### config.mk
export PLATFORM = sky130hd
export DESIGN_NAME = cnn_operand_packer
export DESIGN_NICKNAME = d
export VERILOG_FILES = /design/src/rtl/cnn_operand_packer.sv
export SDC_FILE = /design/constraint.sdc
export NUM_CORES = 1
export LEC_CHECK = 0
export CORE_MARGIN = 10
export CORE_UTILIZATION = 50
export CTS_BUF_LIST = sky130_fd_sc_hd__clkbuf_4 sky130_fd_sc_hd__clkbuf_8
export DETAILED_ROUTE_END_ITERATION = 16
export PLACE_DENSITY_LB_ADDON = 0.1
export SYNTH_ARGS = -nofsm -noshare
export SYNTH_HDL_FRONTEND = slang
export SYNTH_SLANG_ARGS = --single-unit
export TNS_END_PERCENT = 10
### constraint.sdc
create_clock -name clk -period 4.23 [get_ports clk]
set_input_delay 0.846 -clock clk [delete_from_list [all_inputs] [get_ports clk]]
set_output_delay 0.846 -clock clk [all_outputs]
set_load 0.05 [all_outputs]
### src/rtl/cnn_operand_packer.sv
// Packs a serial activation stream into PMU-lane vectors, each lane paired with its kernel weight.
// Optional zero-pad flush of a partial vector is compiled in with `define PACKER_ZERO_PAD_EN.
module cnn_operand_packer #(
  parameter int DATA_WIDTH         = 8,
  parameter int PARALLEL_MAC_UNITS = 4,
  parameter int KERNEL_TAPS        = 16
) (
  input  logic                                             clk,
  input  logic                                             rst,
  input  logic                                             act_valid,
  output logic                                             act_ready,
  input  logic signed [DATA_WIDTH-1:0]                     act_data,
  input  logic                                             flush_in,
  input  logic                                             wt_we,
  input  logic [$clog2(KERNEL_TAPS)-1:0]                   wt_addr,
  input  logic signed [DATA_WIDTH-1:0]                     wt_data,
  output logic                                             valid_out,
  input  logic                                             ready_in,
  output logic signed [PARALLEL_MAC_UNITS*DATA_WIDTH-1:0]  data_out,
  output logic signed [PARALLEL_MAC_UNITS*DATA_WIDTH-1:0]  weights_out,
  output logic                                             last_out
);

  localparam int PMU    = PARALLEL_MAC_UNITS;
  localparam int GROUPS = KERNEL_TAPS / PMU;
  localparam int AW     = $clog2(KERNEL_TAPS);
  localparam int LW     = (PMU > 1) ? $clog2(PMU) : 1;
  localparam int GW     = (GROUPS > 1) ? $clog2(GROUPS) : 1;

  localparam logic [LW-1:0] LANE_LAST  = LW'(PMU - 1);
  localparam logic [GW-1:0] GROUP_LAST = GW'(GROUPS - 1);

  typedef logic signed [DATA_WIDTH-1:0] elem_t;

  elem_t           wt_mem_q [KERNEL_TAPS];

  elem_t           fill_data_q [PMU];
  elem_t           fill_data_d [PMU];
  elem_t           fill_wt_q   [PMU];
  elem_t           fill_wt_d   [PMU];
  logic            fill_last_q,  fill_last_d;
  logic            fill_full_q,  fill_full_d;
  logic [LW-1:0]   lane_cnt_q,   lane_cnt_d;
  logic [GW-1:0]   group_cnt_q,  group_cnt_d;

  elem_t           out_data_q [PMU];
  elem_t           out_data_d [PMU];
  elem_t           out_wt_q   [PMU];
  elem_t           out_wt_d   [PMU];
  logic            out_valid_q,  out_valid_d;
  logic            out_last_q,   out_last_d;

  logic            accept;
  logic            out_free;
  logic            flush_now;
  logic            complete;
  logic [AW-1:0]   rd_addr;
  elem_t           rd_wt;

  // Weight store: no reset, contents survive rst. Reads are combinational so a
  // same-cycle write to the read address is only visible from the next edge.
  always_ff @(posedge clk) begin
    if (wt_we) wt_mem_q[wt_addr] <= wt_data;
  end

`ifdef PACKER_ZERO_PAD_EN
  always_comb flush_now = act_valid && act_ready && flush_in;
`else
  logic unused_flush;
  always_comb unused_flush = flush_in;
  always_comb flush_now = 1'b0;
`endif

  always_comb begin
    accept   = act_valid && !fill_full_q;
    out_free = !out_valid_q || ready_in;
    rd_addr  = AW'(int'(group_cnt_q) * PMU + int'(lane_cnt_q));
    rd_wt    = wt_mem_q[rd_addr];

    fill_data_d = fill_data_q;
    fill_wt_d   = fill_wt_q;
    fill_last_d = fill_last_q;
    fill_full_d = fill_full_q;
    lane_cnt_d  = lane_cnt_q;
    group_cnt_d = group_cnt_q;
    out_data_d  = out_data_q;
    out_wt_d    = out_wt_q;
    out_valid_d = out_valid_q;
    out_last_d  = out_last_q;
    complete    = 1'b0;

    if (accept) begin
      for (int unsigned i = 0; i < PMU; i++) begin
        if (LW'(i) == lane_cnt_q) begin
          fill_data_d[i] = act_data;
          fill_wt_d[i]   = rd_wt;
        end else if (flush_now && (LW'(i) > lane_cnt_q)) begin
          fill_data_d[i] = '0;
          fill_wt_d[i]   = '0;
        end
      end
      if ((lane_cnt_q == LANE_LAST) || flush_now) begin
        complete    = 1'b1;
        lane_cnt_d  = '0;
        fill_last_d = (group_cnt_q == GROUP_LAST) || flush_now;
        group_cnt_d = (flush_now || (group_cnt_q == GROUP_LAST)) ? '0 : group_cnt_q + 1'b1;
      end else begin
        lane_cnt_d = lane_cnt_q + 1'b1;
      end
    end

    if (out_valid_q && ready_in) out_valid_d = 1'b0;

    // A vector completing this cycle bypasses the hold slot straight into the
    // output register when it is free; that bypass is what removes the bubble.
    if (complete || fill_full_q) begin
      if (out_free) begin
        out_data_d  = fill_data_d;
        out_wt_d    = fill_wt_d;
        out_last_d  = fill_last_d;
        out_valid_d = 1'b1;
        fill_full_d = 1'b0;
      end else begin
        fill_full_d = 1'b1;
      end
    end
  end

  always_ff @(posedge clk) begin
    if (rst) begin
      fill_data_q <= '{default: '0};
      fill_wt_q   <= '{default: '0};
      fill_last_q <= 1'b0;
      fill_full_q <= 1'b0;
      lane_cnt_q  <= '0;
      group_cnt_q <= '0;
      out_data_q  <= '{default: '0};
      out_wt_q    <= '{default: '0};
      out_valid_q <= 1'b0;
      out_last_q  <= 1'b0;
    end else begin
      fill_data_q <= fill_data_d;
      fill_wt_q   <= fill_wt_d;
      fill_last_q <= fill_last_d;
      fill_full_q <= fill_full_d;
      lane_cnt_q  <= lane_cnt_d;
      group_cnt_q <= group_cnt_d;
      out_data_q  <= out_data_d;
      out_wt_q    <= out_wt_d;
      out_valid_q <= out_valid_d;
      out_last_q  <= out_last_d;
    end
  end

  always_comb begin
    act_ready   = !fill_full_q;
    valid_out   = out_valid_q;
    last_out    = out_last_q;
    data_out    = '0;
    weights_out = '0;
    for (int unsigned i = 0; i < PMU; i++) begin
      data_out[i*DATA_WIDTH +: DATA_WIDTH]    = out_data_q[i];
      weights_out[i*DATA_WIDTH +: DATA_WIDTH] = out_wt_q[i];
    end
  end

endmodule

==> run metrics <==
grt ovf 0; ranking of synthesized cells by area edfxtp_1 (37%), dfxtp_1 (26%), mux4_2 (6.5%), mux2i_1 (4.0%), nor2_1 (3.1%); DR vias/cell 5.439; post-layout util 0.6033; standard-cell rows 52; largest net degree at the start of global routing 90; sw frac 0.2253; Synth cell types 40; post-cts gate resize count 0; Seq/Total Area, Yosys 0.6353; Hold Path Class reg2reg; Logic pwr share 0.062; top_reg_cell synth dfxtp_1; crit path capture type register; Crit Path Class reg2reg; Power, Total 5.180 mW; Crit Path Max Fanout 21; H-Tree Depth 2; crit-path cells ha_1, and3b_1, nand2b_1, or3_1, o21ai_2; most frequent cell after synthesis dfxtp_1; WL/cell 19.40 um; Max Cap Viol 0; RSZ-0062 raised after global routing no; initial antenna violation count 0; final setup TNS 0 ns; number of synthesized flops with an enable pin 128; pre-CTS setup slack 0.9934 ns; Tot GR Track Use 0.1604; CTS buffer count 42; fin crit share 0.6513; final slew viol count 0; Initial Util 0.5092; Final nets 856; clock transition at the registers of the reported paths 0.06 ns; status completed; Core Region 20,300 um2; first-pass GRT wire length 33.88 mm; Hold-fix buffers, CTS 0; sequential cell area 6569 um2; Int Pwr 4.012 mW; Slew Limit Headroom 0.3912; syn avg cell area 14.16 um2; Finished Layout Cells 1,127; Die ar. 26,820 um2; DIE WIDTH 163.8 um; Pre-Repair DR Iteration Count 4; # Post-CTS Setup Buffers 0; Multi-input gate area 3518 um2; Slowest-stage cell, CP dfxtp_2; Synth Cell Area 10,340 um2; Final ANT Viol Nets 0; Die Height 163.8 um; #FFs+latches synth 264; fmax 0.3630 GHz; Mapped Cells 730; antenna fix cells 0; worst skew pair latency 0.54 ns; final setup fails 0; DR vias 6,130; placed cells 1,051; share of cells above drive strength 1 0.2089; Post-DP HPWL 14.04 mm; drc violations 0; Post-synth top cells dfxtp_1 (136), edfxtp_1 (128), nor2_1 (85); VDD IR-drop max 244.6 uV; Yosys top cell area share 0.3719; Pwr Density 422.9 nW/um2; DRT iter0 DRCs 301; worst setup margin 1.475 ns; I/O Buffers 91; CP peak stage delay 0.77 ns; worst-margin pin slew 0.9132 ns; syn_nets 761; CTS tree yes; num ports 93; GP Congestion 0.7447; startpoint types register; static leakage 4.239 nW; worst clock skew 0.02073 ns; ys async rst share 0; root buffer cell clkbuf_8; TritonCTS sink count 264; worst path arrival time 3.21 ns; final wirelength 21.87 mm; vias in the first global route 6,157; synth warn 0; Worst EP required 4.69 ns; clock power share 0.405; Reg power frac 0.533; leading area contributor after synthesis edfxtp_1; NetSw 1.167 mW; Area Growth Syn to Fin 18.48%; R2R Setup Slk 1.47 ns; CTS max path bufs 3; final hold violation count 0; filler instances 1,606; Tmin final 2.755 ns
placed cells by master, fill, tap and decap left out, drive strengths merged, types with 30 or more instances in the layout:
master,Yosys,layout
a211oi,33,33
clkbuf,22,62
clkdlybuf4s50,0,90
dfxtp,136,136
edfxtp,128,128
mux2i,41,41
mux4,32,32
nand3b,30,30
nor2,94,94
o21ai,56,56
layout make-up:
class                           instances  area share
Sequential cell                       264      0.5364
Clock inverter                         14    0.004597
Timing Repair Buffer                  100     0.08071
Tap cell                              270     0.02758
Multi-Input combinational cell        414      0.2873
Inverter                                3   0.0009195
Clock buffer                           62     0.06253
stage by stage:
stage	area (um2)	hold WS, ns
after floorplan	10340	0.4603
after global placement	11420	0.4734
after detailed placement	11420	0.4836
after CTS	12250	0.4921
after global routing	12250	0.5182
final	12250	0.4932
sequential cells by signal, indices dropped and copies added (netlist names):
name	count
lane_cnt_q	2
wt_mem_q	128
fill_last_q	1
data_out	32
last_out	1
valid_out	1
group_cnt_q	2
fill_full_q	1
weights_out	32
fill_wt_q	32
fill_data_q	32
per-layer routing:
metal  global-route usage  share of wire
met5                    0              0
met4              0.05280          0.019
met3              0.03579          0.055
met2               0.2653           0.49
met1               0.2050           0.44
power by group through the flow:
stage / Sequential (mW) / Clock, mW / Combinational [mW]
after floorplan: 2.82 / 0 / 0.208
after global placement: 2.81 / 0 / 0.317
after detailed placement: 2.81 / 0 / 0.324
after CTS: 2.76 / 2.15 / 0.325
after global routing: 2.76 / 2.27 / 0.345
final: 2.76 / 2.10 / 0.321
path summary, 6_finish.rpt:
check	start	endpoint	cells after the start
max reg2reg	lane_cnt_q[0]$_SDFFE_PP0N_	weights_out[31]$_SDFFE_PP0P_	5
min reg2reg	fill_wt_q[9]$_SDFF_PP0_	fill_wt_q[9]$_SDFF_PP0_	2
max	lane_cnt_q[0]$_SDFFE_PP0N_	weights_out[31]$_SDFFE_PP0P_	5
min	fill_wt_q[9]$_SDFF_PP0_	fill_wt_q[9]$_SDFF_PP0_	2
logic make-up (layout without fill, tap and decap cells):
kind of cell | count (synthesis) | in the layout | share of synthesized area
and+or+nand+nor | 193 | 193 | 0.1097
DFF | 264 | 264 | 0.6353
AOI/OAI and AO/OA | 119 | 119 | 0.08788
adders and majority gates | 5 | 5 | 0.006053
muxes | 97 | 97 | 0.1363
buffers and inverters | 52 | 179 | 0.02481
critical path: cells and delay by family, from the launching register on:
kind	cells	cell delay, ns
flip-flops	1	0.77
AND/OR/NAND/NOR	3	1.35
AO/OA/AOI/OAI	1	0.20
adder cells (fa/ha/maj)	1	0.35
(Power assumes the default switching activity.)
